**src/rtl/wave_period_analyzer.sv**
```systemverilog
// Measures the period (in valid samples) and min/max/peak-to-peak of a sampled waveform
// using rising midpoint crossings with hysteresis. Define WAVE_ANALYZER_SIGNED_EN for two's complement samples.
module wave_period_analyzer #(
  parameter int DATA_WIDTH = 8,
  parameter int CNT_WIDTH  = 16,
`ifdef WAVE_ANALYZER_SIGNED_EN
  parameter int MIDPOINT   = 0,
`else
  parameter int MIDPOINT   = 128,
`endif
  parameter int HYST       = 4
) (
  input  logic                  clk_i,
  input  logic                  rst_i,
  input  logic                  sample_valid_i,
  input  logic [DATA_WIDTH-1:0] sample_i,
  input  logic                  clear_i,
  output logic                  result_valid_o,
  output logic [CNT_WIDTH-1:0]  period_o,
  output logic [DATA_WIDTH-1:0] max_o,
  output logic [DATA_WIDTH-1:0] min_o,
  output logic [DATA_WIDTH-1:0] pk_pk_o,
  output logic                  locked_o,
  output logic                  overflow_o
);

  // One extra bit lets the same signed compares serve both sample encodings.
  typedef logic signed [DATA_WIDTH:0] ext_t;

  localparam ext_t HI_THR = ext_t'(MIDPOINT + HYST);
  localparam ext_t LO_THR = ext_t'(MIDPOINT - HYST);
  localparam logic [CNT_WIDTH-1:0] CNT_MAX = '1;

  typedef enum logic [1:0] {SEEK, ARMED, MEASURE} state_t;

  function automatic ext_t ext(input logic [DATA_WIDTH-1:0] v);
`ifdef WAVE_ANALYZER_SIGNED_EN
    return ext_t'({v[DATA_WIDTH-1], v});
`else
    return ext_t'({1'b0, v});
`endif
  endfunction

  state_t                  state_reg, state_next;
  logic                    region_reg;
  logic                    have_result_reg;
  logic [CNT_WIDTH-1:0]    count_reg;
  logic [DATA_WIDTH-1:0]   run_min_reg, run_max_reg;
  logic                    result_valid_reg;
  logic [CNT_WIDTH-1:0]    period_reg;
  logic [DATA_WIDTH-1:0]   max_reg, min_reg, pk_pk_reg;
  logic                    locked_reg, overflow_reg;

  ext_t sample_ext;
  logic is_high, is_low, rising, at_max;
  logic start_cycle, emit_result, advance, saturate;

  assign sample_ext = ext(sample_i);
  assign is_high    = sample_ext >= HI_THR;
  assign is_low     = sample_ext <= LO_THR;
  assign rising     = sample_valid_i && !region_reg && is_high;
  assign at_max     = (count_reg == CNT_MAX);

  always_ff @(posedge clk_i) begin
    if (rst_i || clear_i) state_reg <= SEEK;
    else                  state_reg <= state_next;
  end

  always_comb begin
    state_next = state_reg;
    case (state_reg)
      SEEK:    if (sample_valid_i && is_low) state_next = ARMED;
      ARMED:   if (rising) state_next = MEASURE;
      MEASURE: if (sample_valid_i && !rising && at_max) state_next = SEEK;
      default: state_next = SEEK;
    endcase
  end

  always_comb begin
    start_cycle = 1'b0;
    emit_result = 1'b0;
    advance     = 1'b0;
    saturate    = 1'b0;
    case (state_reg)
      ARMED:   start_cycle = rising;
      MEASURE: begin
        start_cycle = rising;
        emit_result = rising;
        advance     = sample_valid_i && !rising && !at_max;
        saturate    = sample_valid_i && !rising && at_max;
      end
      default: ;
    endcase
  end

  always_ff @(posedge clk_i) begin
    if (rst_i || clear_i) begin
      region_reg       <= 1'b0;
      have_result_reg  <= 1'b0;
      count_reg        <= '0;
      run_min_reg      <= '0;
      run_max_reg      <= '0;
      result_valid_reg <= 1'b0;
      period_reg       <= '0;
      max_reg          <= '0;
      min_reg          <= '0;
      pk_pk_reg        <= '0;
      locked_reg       <= 1'b0;
      overflow_reg     <= 1'b0;
    end else begin
      result_valid_reg <= emit_result;
      if (sample_valid_i) begin
        if (is_high)     region_reg <= 1'b1;
        else if (is_low) region_reg <= 1'b0;
      end
      // The event sample opens the next cycle, so it seeds count and extremes.
      if (start_cycle) begin
        count_reg   <= CNT_WIDTH'(1);
        run_min_reg <= sample_i;
        run_max_reg <= sample_i;
      end else if (advance) begin
        count_reg <= count_reg + 1'b1;
        if (sample_ext < ext(run_min_reg)) run_min_reg <= sample_i;
        if (sample_ext > ext(run_max_reg)) run_max_reg <= sample_i;
      end
      if (emit_result) begin
        period_reg      <= count_reg;
        max_reg         <= run_max_reg;
        min_reg         <= run_min_reg;
        pk_pk_reg       <= run_max_reg - run_min_reg;
        locked_reg      <= (count_reg == period_reg) && have_result_reg;
        have_result_reg <= 1'b1;
      end
      if (saturate) begin
        overflow_reg    <= 1'b1;
        locked_reg      <= 1'b0;
        have_result_reg <= 1'b0;
      end
    end
  end

  assign result_valid_o = result_valid_reg;
  assign period_o       = period_reg;
  assign max_o          = max_reg;
  assign min_o          = min_reg;
  assign pk_pk_o        = pk_pk_reg;
  assign locked_o       = locked_reg;
  assign overflow_o     = overflow_reg;

endmodule
```
**config.mk**
```make
export PLATFORM = sky130hd
export DESIGN_NAME = wave_period_analyzer
export DESIGN_NICKNAME = d
export VERILOG_FILES = /design/src/rtl/wave_period_analyzer.sv
export SDC_FILE = /design/constraint.sdc
export NUM_CORES = 1
export LEC_CHECK = 0
export CAP_MARGIN = 20
export CORE_MARGIN = 8
export CORE_UTILIZATION = 56
export DETAILED_ROUTE_END_ITERATION = 6
export HOLD_SLACK_MARGIN = 0.12
export PLACE_DENSITY = 0.8
export REMOVE_ABC_BUFFERS = 1
export SYNTH_ARGS = -nofsm -noshare
export SYNTH_HDL_FRONTEND = slang
export SYNTH_SLANG_ARGS = --single-unit
```
**constraint.sdc**
```tcl
create_clock -name clk_i -period 3 [get_ports clk_i]
set_input_delay 0.6 -clock clk_i [delete_from_list [all_inputs] [get_ports clk_i]]
set_output_delay 0.6 -clock clk_i [all_outputs]
set_load 0.01 [all_outputs]
```
==> results.toml <==
[run_status]
outcome = "finished clean"

[timing]
slew_headroom_pct = 29.6
setup_ws_ns = 0.430
final.period_utilization_pct = 85.7
clock_skew_ns = 0.00973
hold_ws_ns = 0.460
worst_pin_slew_ns = 1.05
fin_crit_ns = 2.57
rsz0062_at_grt = "false"
timing.fmax_mhz = 389
finalSetupViolCount = 0
hold_violations = 0
maxSlewViolCount = 0

[cts]
cts_setup_buffers = 0
cts_resized = 0
cts.sinks = 79
cts-buffers-inserted = 9
clk_latency_ns = 0.36
tritoncts = "built"
root_buffer = "clkbuf_8"
cts_hold_buf = 0
h-tree-depth = 3
clk_path_buf_depth = 2
clk_pin_slew_worst_paths_ns = 0.09

[synth]
yosys_most_used_dff = "dfxtp_1"
synth_edf_count = 0
ys_seq_elements = 79
ys.warnings.count = 0
ys_seq_area_share_pct = 35.6
synth_cell_types = 58
synth_cells = 560
syn_area_mm2 = 0.00445
avgSynthCellArea_um2 = 7.94
async_flop_share_pct = 0

[global_route]
grt_util_all_layers_pct = 21.2
grt_max_degree = 42
grt_pass1_vias = 4156
antenna_found_initial = 0
grt_pass1_wl_um = 19700
grt_overflow = 0

[drt]
firstDrtPassIters = 5
ant_nets = 0
post_drt_wl_per_cell_um = 16.0
drc_errors = 0
routed_wl_um = 11600
vias_per_cell = 5.87
drt_iter0_drc = 212
vias = 4233

[placement]
port_buffers = 54
placed_cell_area_mm2 = 0.00513
dp.cells = 705
gpl.final_weighted_congestion = 0.886
hpwl_um = 8390
dpl_worst_slack_ns = 0.101

[finish]
final_common_cell = "nand2_1"
drive_gt1_share_pct = 9.05
final_util_pct = 69.1
mostFrequentLayoutCells = "nand2_1 (88), dfxtp_1 (79), clkdlybuf4s50_1 (54)"
postLayoutCellArea_mm2 = 0.00534
nNetsFinal = 653
regArea_mm2 = 0.00158
multi_input_area_mm2 = 0.00259
area_growth_syn_to_layout_pct = 20.1
final_cells = 721
n_antenna_cell = 0
nFillCells = 641

[floorplan]
rows = 32
die_y_um = 105
initial_core_util_pct = 57.5
core_mm2 = 0.00773
num_io_pins = 55
design.die.area_mm2 = 0.0110
die-width_um = 105

[pwr]
p_leak_uw = 0.00176
ir_worst_vdd_v = 0.000185
p_per_area_mw_per_mm2 = 380

[worst_setup_path]
worstPathRequired_ns = 3.30
crit_arrival_ns = 2.87
cp-end-kind = "register"
worst_setup_path_start_kind = "primary input"
crit_fanout = 14
crit_type = "primary input to register"

[hold_path]
hold_class = "register to register"

[job]
drv_cap = 0
synthesized netlist by cell type (2+ instances only):
library cell / count / share of area (%)
nor2b_1: 4 / 0.56
a21o_1: 3 / 0.51
and4_1: 2 / 0.39
inv_1: 29 / 2.4
nand2_1: 88 / 7.4
buf_4: 2 / 0.34
nor4_1: 3 / 0.42
nor3_1: 25 / 2.8
clkbuf_1: 24 / 2.0
a21oi_1: 51 / 5.7
a311o_1: 2 / 0.45
nand3_1: 39 / 4.4
ha_1: 26 / 7.3
o211ai_1: 3 / 0.51
o31ai_1: 4 / 0.68
nand3_2: 2 / 0.45
a211oi_1: 4 / 0.68
nand3b_1: 3 / 0.51
nor2_1: 21 / 1.8
nand2b_1: 3 / 0.42
a211o_1: 17 / 3.3
nand4_1: 11 / 1.5
buf_6: 3 / 0.76
o21ai_1: 3 / 0.34
o21ai_0: 15 / 1.7
or2_2: 3 / 0.42
or4_1: 3 / 0.51
and3_1: 3 / 0.42
o21a_1: 4 / 0.68
buf_2: 5 / 0.56
a31oi_1: 20 / 2.8
dfxtp_1: 79 / 36
xnor2_1: 20 / 3.9
xor2_1: 2 / 0.39
or3_1: 9 / 1.3
o2111ai_1: 3 / 0.59
kinds of logic after synthesis:
group / after synthesis / synth area share (%)
DFF: 79 / 35.6
and+or+nand+nor: 228 / 25.3
AOI/OAI and AO/OA: 139 / 20.7
adders and majority gates: 27 / 7.77
xor gates and xnor gates: 22 / 4.33
buffers and inverters: 65 / 6.30
routing by layer:
metal,track usage (%),routed length (um)
met5,0,0
met4,8.15,225
met3,3.62,509
met2,38.2,5860
met1,24.5,4970
path summary, 6_finish.rpt:
check | slack (ns) | endpoint | depth (start not counted) | startpoint
min | 0.46 | max_o[0] | 2 | max_o[0]
max | 0.43 | run_max_reg[5] | 8 | sample_i[1]
max reg2reg | 0.59 | run_max_reg[5] | 8 | run_max_reg[1]
min reg2reg | 0.46 | max_o[0] | 2 | max_o[0]
area by class of cell:
| type | instances | area share, % |
|---|---|---|
| Clock inverter | 7 | 1.52 |
| Timing Repair Buffer | 78 | 13.5 |
| Sequential cell | 79 | 29.6 |
| Inverter | 30 | 2.11 |
| Clock buffer | 9 | 2.32 |
| Multi-Input combinational cell | 416 | 48.5 |
| Tap cell | 102 | 2.39 |
metrics by stage:
stage               total power (uW)  setup TNS, ns
floorplan                       1150        -0.0687
global placement                1220              0
detailed placement              1230              0
CTS                             2050              0
global route                    2100              0
finish                          2030              0
report_power, final:
group          total [uW]  switching (uW)  internal (uW)  leakage [uW]
logic                 152            95.3           56.7       0.00103
registers            1050            2.63           1050      0.000636
clock network         827             432            394     0.0000940
critical path, cell delays in order:
cell             delay (ns)
clkdlybuf4s50_1        0.42
ha_1                   0.31
nor2b_1                0.13
o211a_1                0.20
o21ai_1                0.82
buf_4                  0.25
nand3_1                0.08
nand3_1                0.07
No activity file was read; power rests on OpenSTA's default activity.
